$ cat src/rtl/game_timer_ctrl.sv
// ============================================================================
// Module      : game_timer_ctrl
// Description : Game flow controller: IDLE/READY countdown/RUN/PAUSE/OVER,
//               driving the seconds timer clear/enable and snake-move enable.
// Revision    : 1.0 - initial release
// ============================================================================
`default_nettype none

module game_timer_ctrl #(
  parameter logic [24:0] CNT_1S  = 25'd24_999_999,
  parameter logic [1:0]  CD_INIT = 2'd3
) (
  input  logic       sys_clk,
  input  logic       sys_rst,
  input  logic       btn_start,
  input  logic       btn_pause,
  input  logic       game_over,
  output logic       clear_signal,
  output logic       start_signal,
  output logic       game_active,
  output logic [1:0] countdown,
  output logic [2:0] state
);

  typedef enum logic [2:0] {
    S_IDLE  = 3'd0,
    S_READY = 3'd1,
    S_RUN   = 3'd2,
    S_PAUSE = 3'd3,
    S_OVER  = 3'd4
  } state_t;

  state_t      r_state;
  state_t      w_next_state;
  logic [24:0] r_tick;
  logic [24:0] w_next_tick;
  logic [1:0]  r_countdown;
  logic [1:0]  w_next_countdown;
  logic        r_clear;
  logic        r_start;
  logic        r_active;

  always_ff @(posedge sys_clk) begin
    if (sys_rst) begin
      r_state     <= S_IDLE;
      r_tick      <= 25'd0;
      r_countdown <= 2'd0;
      r_clear     <= 1'b0;
      r_start     <= 1'b0;
      r_active    <= 1'b0;
    end else begin
      r_state     <= w_next_state;
      r_tick      <= w_next_tick;
      r_countdown <= w_next_countdown;
      // Outputs are decoded from the next state so they line up with state.
      r_clear     <= (w_next_state == S_READY) && (r_state != S_READY);
      r_start     <= (w_next_state == S_RUN);
      r_active    <= (w_next_state == S_RUN);
    end
  end

  always_comb begin
    w_next_state     = r_state;
    w_next_tick      = 25'd0;
    w_next_countdown = 2'd0;
    case (r_state)
      S_IDLE: begin
        if (btn_start) begin
          w_next_state     = S_READY;
          w_next_countdown = CD_INIT;
        end
      end
      S_READY: begin
        w_next_countdown = r_countdown;
        if (r_tick == CNT_1S) begin
          if (r_countdown <= 2'd1) begin
            w_next_state     = S_RUN;
            w_next_countdown = 2'd0;
          end else begin
            w_next_countdown = r_countdown - 2'd1;
          end
        end else begin
          w_next_tick = r_tick + 25'd1;
        end
      end
      S_RUN: begin
        if (game_over) begin
          w_next_state = S_OVER;
        end else if (btn_pause) begin
          w_next_state = S_PAUSE;
        end
      end
      S_PAUSE: begin
        if (btn_start) begin
          w_next_state     = S_READY;
          w_next_countdown = CD_INIT;
        end else if (btn_pause) begin
          w_next_state = S_RUN;
        end
      end
      S_OVER: begin
        if (btn_start) begin
          w_next_state     = S_READY;
          w_next_countdown = CD_INIT;
        end
      end
      default: begin
        w_next_state = S_IDLE;
      end
    endcase
  end

  assign clear_signal = r_clear;
  assign start_signal = r_start;
  assign game_active  = r_active;
  assign countdown    = r_countdown;
  assign state        = r_state;

endmodule

`default_nettype wire

$ cat config.mk
export PLATFORM = sky130hd
export DESIGN_NAME = game_timer_ctrl
export DESIGN_NICKNAME = d
export VERILOG_FILES = /design/src/rtl/game_timer_ctrl.sv
export SDC_FILE = /design/constraint.sdc
export NUM_CORES = 1
export LEC_CHECK = 0
export BUFFER_PORTS_ARGS = -buffer_cell sky130_fd_sc_hd__buf_4
export CORE_MARGIN = 4
export CORE_UTILIZATION = 50
export CTS_CLUSTER_SIZE = 16
export DETAILED_ROUTE_END_ITERATION = 8
export GPL_ROUTABILITY_DRIVEN = 0
export PLACE_DENSITY = 0.69
export SYNTH_ARGS = -nofsm -noshare
export SYNTH_HDL_FRONTEND = slang
export SYNTH_SLANG_ARGS = --single-unit
export TNS_END_PERCENT = 30
$ cat constraint.sdc
create_clock -name sys_clk -period 2.75 [get_ports sys_clk]
set_input_delay 0.55 -clock sys_clk [delete_from_list [all_inputs] [get_ports sys_clk]]
set_output_delay 0.55 -clock sys_clk [all_outputs]
set_load 0.03 [all_outputs]
==> results of run 1 <==
[worst max-delay path: stages (launching register included)]
cell	delay, ps
dfxtp_1	410
ha_1	230
and3_2	260
nand4_1	190
o21ai_1	410
buf_4	320
nor2_1	80
[placed cells by master (no fill, tap or decap), types with 2 or more instances in the layout]
| cell | synthesis | layout |
|---|---|---|
| clkbuf_4 | 0 | 5 |
| a21oi_1 | 11 | 11 |
| or4_1 | 5 | 5 |
| nand4_2 | 2 | 2 |
| o21a_1 | 2 | 2 |
| mux2i_1 | 2 | 2 |
| nor3b_1 | 2 | 2 |
| xor2_1 | 6 | 6 |
| nand2_1 | 9 | 9 |
| inv_1 | 6 | 6 |
| nand4_1 | 6 | 6 |
| o31ai_1 | 5 | 5 |
| a32o_1 | 2 | 2 |
| clkbuf_8 | 0 | 2 |
| nor3_1 | 7 | 7 |
| or3_1 | 7 | 7 |
| nand3_1 | 8 | 8 |
| and3_1 | 3 | 3 |
| o21ai_0 | 6 | 6 |
| xnor2_1 | 6 | 6 |
| buf_4 | 1 | 13 |
| nor2_1 | 20 | 20 |
| or4_4 | 2 | 2 |
| dfxtp_1 | 32 | 32 |
[through the flow]
| stage | instances | util | cell area (um^2) | power (mW) | worst slack [ps] |
|---|---|---|---|---|---|
| 5_1_grt | 219 | 0.596 | 1690 | 0.952 | 535 |
| 4_1_cts | 219 | 0.596 | 1690 | 0.912 | 736 |
| 3_5_place_dp | 212 | 0.573 | 1620 | 0.614 | 752 |
| 2_1_floorplan | 176 | - | 1530 | 0.577 | 833 |
| 3_3_place_gp | 212 | 0.573 | 1620 | 0.612 | 838 |
| 6_report | 219 | 0.596 | 1690 | 0.909 | 739 |
[registers in the layout, summed over array words and instances (netlist names)]
register,count
countdown,2
r_tick,25
clear_signal,1
game_active,1
state,3
[report_power, final]
group | switching [mW] | internal (mW)
registers | 0.0182 | 0.476
clock network | 0.161 | 0.145
logic | 0.0661 | 0.0432
[logic make-up after synthesis]
family | count (synthesis)
flops | 32
fa+ha+maj | 1
mux | 2
buf+inv | 14
compound gates | 33
simple gates | 82
xor+xnor | 12
[final timing paths]
path	from	end	slack, ps
max	r_tick[0]$_SDFF_PP0_	r_tick[12]$_SDFF_PP0_	740
min	sys_rst	clear_signal$_SDFF_PP0_	420
max reg2reg	r_tick[0]$_SDFF_PP0_	r_tick[12]$_SDFF_PP0_	740
min reg2reg	r_tick[24]$_SDFF_PP0_	r_tick[24]$_SDFF_PP0_	490
[final cells by class]
cell class	instances	area, um^2	area share
Clock buffer	7	65.1	0.0386
Sequential cell	32	641	0.380
Multi-Input combinational cell	130	821	0.487
Inverter	6	22.5	0.0134
Tap cell	31	38.8	0.0230
Timing Repair Buffer	13	97.6	0.0579
[per-layer routing]
metal	vias up	global-route usage
li1	673	-
met1	642	0.208
met2	27	0.285
met3	8	0.0533
met4	0	0.0728
met5	-	0
==> impl_metrics.toml, run 1 <==
[routing]
drtIter0Drc = 157
wl_per_cell_um = 14.5
wl_met2_mm = 1.56
wirelength_mm = 3.18
highest_layer = "met4"
first_pass_iters = 4
ant_nets = 0
drc = 0
drt-met1-wl_mm = 1.43
avgViaCountPerCell = 6.16
wl_met3_um = 130
via_count = 1350

[clocking]
clockBufferDepth = 2
cts_tree = "done"
postCtsSetupBuffers = 0
cts-root-buf = "clkbuf_4"
cts_buffers = 5
htree_levels = 2
cts_resized = 0
insertion_delay_ps = 340
hold_buffers = 0
path_clk_slew_ps = 100
cts_sinks = 32

[synthesis]
synthesis.area_um2 = 1530
synth_top_family_by_area = "simple AND/OR/NAND/NOR gates"
synth.area.top_cells = "dfxtp_1 (42%), nor2_1 (4.9%), a21oi_1 (3.6%)"
syn-num-nets = 182
synthTopCellsByCount = "dfxtp_1 (32), nor2_1 (20), a21oi_1 (11), nand2_1 (9), nand3_1 (8)"
synth_area_leader_cell = "dfxtp_1"
seq_area_frac_synth = 0.419
synth_edf_count = 0
yosys_warnings = 0
synth.most_common_cell = "dfxtp_1"
syn_avg_cell_area_um2 = 8.69
yosysUniqueCellTypes = 44
synth-compound-area-share = 0.137
synth.ff_latch_count = 32
ys_async_sr_fraction = 0
synthAdderAreaFrac = 0.00818
synth_mux_area_frac = 0.0131
synth_xor_xnor_area_share = 0.0687
synth_ff_type = "dfxtp_1"
netlist.area_leader.share = 0.419
yosys.area_share.simple = 0.310
synthCells = 176

[sta]
worstMarginPinSlew_ps = 462
setup_tns_ps = 0
slew_violations = 0
rsz0062_at_grt = "false"
final-hold-violation-count = 0
maxSlewHeadroom = 0.691
fmax_mhz = 497
fin_crit_ps = 2010
fin_skew_ps = 9.86
setup_viol = 0
fin_crit_sh = 0.731
holdWs_ps = 420

[die]
floorplan.initialDensity = 0.540
fp.dieH_um = 63.3
ioPinCount = 13
dieArea_um2 = 4010
dieWidth_um = 63.3
design.core.area_um2 = 2830
placementRows = 19

[flow_run]
maxCapViolCount = 0

[global_route]
grt.total_usage = 0.173
grt_pass1_wl_mm = 5.58
antenna_found_initial = 0
grt_pass1_vias = 1237
grt_start_max_net_pins = 21
grt-ovfl-total = 0

[final_layout]
nets = 194
n_antenna_cell = 0
fillers = 254
drive_gt1_frac = 0.149
areaGrowthSynthToFinish_pct = 10.2

[worst_setup_path]
ff2ff_path_depth = 6
crit_type = "flip-flop to flip-flop"
arrival_ps = 2230
cp_data_required_time_ps = 2970
cp-end-kind = "flip-flop"
cp-start-kind = "flip-flop"
path_max_fanout = 20

[run_status]
status = "finished, final reports clean"

[power]
p_per_area_nw_per_um2 = 539
ir_drop_uv = 302
power_leakage_nw = 0.550

[hold_path]
min_path_type = "primary input to flip-flop"
min_delay_path_depth = 2

[placement]
io_buffers = 12
place_hpwl_mm = 2.21
(Power assumes the default switching activity.)
==> run 2: changes to the inputs <==
- clock period: 2.75 -> 2 ns (I/O delays scaled with it)
==> run 2 against run 1 <==
Compared with the run above:
- via count decreased by 1.0%
- critical path type unchanged
- clock power grew 8.2%
- setup slack worse by 610 ps
==> impl_metrics.toml, run 2 (synthesized netlist as in run 1, its figures left out) <==
[clocking]
cts_sinks = 32
path_clk_slew_ps = 100
cts_tree = "done"
hold_buffers = 0
cts-root-buf = "clkbuf_4"
cts_buffers = 5
clockBufferDepth = 2
htree_levels = 2
insertion_delay_ps = 330

[worst_setup_path]
rr_startpoint = "r_tick[1]$_SDFF_PP0_"
arrival_ps = 2130
worstReg2RegEnd = "r_tick[20]$_SDFF_PP0_"
cpPeakStageDelay_ps = 610
cp_data_required_time_ps = 2260
cp-start-kind = "flip-flop"
cp-end-kind = "flip-flop"
ff2ff_path_depth = 5
setup.worst_path.start = "r_tick[1]$_SDFF_PP0_"
path_buf_inv = 0
critPathTopFamily = "simple AND/OR/NAND/NOR gates"
crit_type = "flip-flop to flip-flop"
cp_cell_sequence = "ha_4, nand3_1, or4_4, or4_1, a21oi_1"
path_max_fanout = 10
regToRegSetupSlack_ps = 130
worst_path_max_delay_cell = "or4_4"

[hold_path]
hold_end = "clear_signal$_SDFF_PP0_"
min_path_type = "primary input to flip-flop"
min_delay_path_depth = 2
holdCritStartpoint = "sys_rst"

[final_layout]
final-instance-count-excl-fill = 226
layout_commonest_cell = "dfxtp_1"
nets = 201
areaGrowthSynthToFinish_pct = 13.9
drive_gt1_frac = 0.200
n_antenna_cell = 0
largest_register = "r_tick"
largest_reg_flops = 25
final_util = 0.616
layout_common_cells = "dfxtp_1 (30), nor2_1 (20), buf_4 (20)"

[power]
power_leakage_nw = 0.574
p_per_area_nw_per_um2 = 668
ir_drop_uv = 375

[placement]
io_buffers = 12
place_hpwl_mm = 2.24
dp_cells = 218

[global_route]
grt_pass1_wl_mm = 5.38
grt.total_usage = 0.168
grt_pass1_vias = 1234
grt-ovfl-total = 0
antenna_found_initial = 0
grt_start_max_net_pins = 21

[sta]
fin_crit_ps = 1870
fin_crit_sh = 0.935
holdWs_ps = 278
fin_skew_ps = 20.0
worstMarginPinSlew_ps = 366
setup_tns_ps = 0
setup_viol = 0
fmax_mhz = 535
final-hold-violation-count = 0
slew_violations = 0
rsz0062_at_grt = "true"
maxSlewHeadroom = 0.756

[die]
ioPinCount = 13
placementRows = 19
floorplan.initialDensity = 0.540
dieWidth_um = 63.3
dieArea_um2 = 4010
fp.dieH_um = 63.3
design.core.area_um2 = 2830

[routing]
first_pass_iters = 4
wirelength_mm = 3.03
drc = 0
wl_per_cell_um = 13.4
ant_nets = 0
drtIter0Drc = 109
via_count = 1336
avgViaCountPerCell = 5.91

[run_status]
status = "finished, final reports clean"

[flow_run]
maxCapViolCount = 0
run 2: where the power goes:
part           internal [mW]  leakage (nW)  switching (mW)  total [mW]
clock                  0.129        0.0281           0.200       0.330
sequential             0.655         0.260          0.0252       0.680
combinational         0.0626         0.286          0.0903       0.153
run 2: layout make-up:
type	count	area [um^2]
Multi-Input combinational cell	130	841
Timing Repair Buffer	20	150
Sequential cell	32	643
Fill cell	262	1090
Clock inverter	1	5.00
Tap cell	31	38.8
Inverter	6	22.5
Clock buffer	6	41.3
run 2: worst max path at each step:
| stage | endpoint | slack, ps | cells past startpoint |
|---|---|---|---|
| 2_1_floorplan | r_tick[24]$_SDFF_PP0_ | 80 | 6 |
| 3_3_place_gp | r_tick[24]$_SDFF_PP0_ | 110 | 5 |
| 3_5_place_dp | r_tick[20]$_SDFF_PP0_ | 40 | 5 |
| 4_1_cts | r_tick[20]$_SDFF_PP0_ | 40 | 5 |
| 5_1_grt | r_tick[21]$_SDFF_PP0_ | -2 | 4 |
| 6_report | r_tick[20]$_SDFF_PP0_ | 130 | 5 |
run 2: routing by layer:
metal / routed length (um) / part of all wire / track usage
met2: 1400 / 0.46 / 0.258
met1: 1450 / 0.48 / 0.206
met3: 116 / 0.038 / 0.0568
met4: 62 / 0.020 / 0.0889
met5: 0 / 0 / 0
run 2: what timing repair did:
item	in CTS	in global routing
gates resized for setup	0	6
setup endpoints to repair	0	5
buffers inserted	0	1
run 2: per-stage QoR:
step / setup WS, ps / total power [mW] / instance area, um^2
floorplan: 83.5 / 0.794 / 1530
CTS: 43.0 / 1.17 / 1710
global placement: 105 / 0.844 / 1670
global route: -2.09 / 1.23 / 1740
finish: 129 / 1.16 / 1740
detailed placement: 40.8 / 0.845 / 1670
==> run 3: changes to the inputs <==
- CORE_MARGIN: 4 -> 8
- CTS_CLUSTER_SIZE: 16 -> 40
==> run 3 against run 2 <==
Compared with the run above:
- register-to-register slack about the same
- die area grew 27%
- global-route usage shrank 3.1 points
- cell count rose by 0.44%
- largest cell class unchanged
- largest power group unchanged
- highest routed layer unchanged
==> impl_metrics.toml, run 3 (synthesized netlist as in run 1, its figures left out) <==
[routing]
ant_nets = 0
drc = 0
avgViaCountPerCell = 5.87
wl_per_cell_um = 13.9
drtIter0Drc = 95
first_pass_iters = 4
via_count = 1333
wirelength_mm = 3.14

[clocking]
htree_levels = 2
cts_sinks = 32
cts-root-buf = "clkbuf_4"
cts_tree = "done"
clockBufferDepth = 2
path_clk_slew_ps = 90
cts_buffers = 5
insertion_delay_ps = 340
hold_buffers = 0

[global_route]
grt_pass1_vias = 1279
grt_start_max_net_pins = 21
grt.total_usage = 0.137
grt-ovfl-total = 0
met3_usage = 0.0363
grt_busiest_layer = "met2"
grtUsageMet2 = 0.208
antenna_found_initial = 0
grt_pass1_wl_mm = 5.60
grt.met1_usage = 0.164

[sta]
maxSlewHeadroom = 0.728
fin_crit_ps = 1880
final-hold-violation-count = 0
rsz0062_at_grt = "false"
slew_violations = 0
fmax_mhz = 531
setup_tns_ps = 0
fin_crit_sh = 0.942
setup_viol = 0
worstMarginPinSlew_ps = 408
fin_skew_ps = 9.19

[final_layout]
drive_gt1_frac = 0.191
fillers = 254
largest_register = "r_tick"
layout_commonest_cell = "dfxtp_1"
areaGrowthSynthToFinish_pct = 14.3
nets = 200
largest_reg_flops = 25
n_antenna_cell = 0
layout_common_cells = "dfxtp_1 (30), nor2_1 (20), buf_4 (18)"

[worst_setup_path]
crit_cells = 4
worst_path_max_delay_cell = "or4_1"
cp_data_required_time_ps = 2270
rr_startpoint = "r_tick[8]$_SDFF_PP0_"
regToRegSetupSlack_ps = 120
cpPeakStageDelay_ps = 630
cp-end-kind = "flip-flop"
cp-start-kind = "flip-flop"
critPathTopFamily = "simple AND/OR/NAND/NOR gates"
arrival_ps = 2160
setup.worst_path.start = "r_tick[8]$_SDFF_PP0_"
worstReg2RegEnd = "r_tick[23]$_SDFF_PP0_"
crit_end = "r_tick[23]$_SDFF_PP0_"
crit_type = "flip-flop to flip-flop"
cp_cell_sequence = "nand4_2, or4_1, or4_4, a21oi_2"
path_buf_inv = 0
path_max_fanout = 7
ff2ff_path_depth = 4

[die]
dieWidth_um = 71.3
fp.dieH_um = 71.3
floorplan.initialDensity = 0.513
dieArea_um2 = 5080
ioPinCount = 13
design.core.area_um2 = 2980
placementRows = 20

[placement]
place_hpwl_mm = 2.27
io_buffers = 12

[power]
p_per_area_nw_per_um2 = 680
power_leakage_nw = 0.573
ir_drop_uv = 438
power_mw = 1.19

[hold_path]
min_path_type = "primary input to flip-flop"

[run_status]
status = "finished, final reports clean"

[flow_run]
maxCapViolCount = 0
==> run 3: worst min-delay path by stage <==
stage	from	to	slack [ps]	cells past startpoint
after floorplan	r_tick[24]$_SDFF_PP0_	r_tick[24]$_SDFF_PP0_	450	2
after global placement	r_tick[0]$_SDFF_PP0_	r_tick[0]$_SDFF_PP0_	460	1
after detailed placement	r_tick[24]$_SDFF_PP0_	r_tick[24]$_SDFF_PP0_	470	2
after CTS	sys_rst	clear_signal$_SDFF_PP0_	260	2
after global routing	sys_rst	clear_signal$_SDFF_PP0_	260	2
final	sys_rst	clear_signal$_SDFF_PP0_	270	2
==> run 3: what timing repair did <==
action	in CTS	in global routing
setup buffers	0	1
resized for setup	0	6
endpoints found under the setup margin	0	6
==> run 3: per-stage QoR <==
stage          utilization  hold WS, ps  setup WS, ps  area [um^2]  instances
6_report             0.587          273           116         1750        227
5_1_grt              0.587          262          15.5         1750        227
4_1_cts              0.577          262          7.37         1720        226
3_3_place_gp         0.562          460           106         1670        219
3_5_place_dp         0.562          474          49.6         1670        219
2_1_floorplan            -          447          83.5         1530        176
==> run 3: layout make-up <==
type / count / area, um^2 / area share
clock buffer: 6 / 41.3 / 0.0236
clock inverter: 1 / 5.00 / 0.00286
inverter: 6 / 22.5 / 0.0129
multi-input combinational: 130 / 837 / 0.479
sequential: 32 / 646 / 0.369
tap: 33 / 41.3 / 0.0236
timing repair buffer: 19 / 155 / 0.0888
==> run 3: worst reg2reg max path: cells and delay by family, from the launching register on <==
family	cells	cell delay [ps]
compound gates	1	140
flops	1	420
simple gates	3	1260
==> run 3: layer usage <==
metal,wire (um),up-vias
li1,-,682
met1,1510,625
met2,1440,16
met3,94,10
met4,94,0
met5,0,-
==> run 3: report_power, final <==
part | internal (mW) | leakage [nW] | switching [mW]
clock network | 0.129 | 0.0281 | 0.216
logic | 0.0678 | 0.285 | 0.0939
registers | 0.655 | 0.260 | 0.0265
total | 0.852 | 0.573 | 0.336
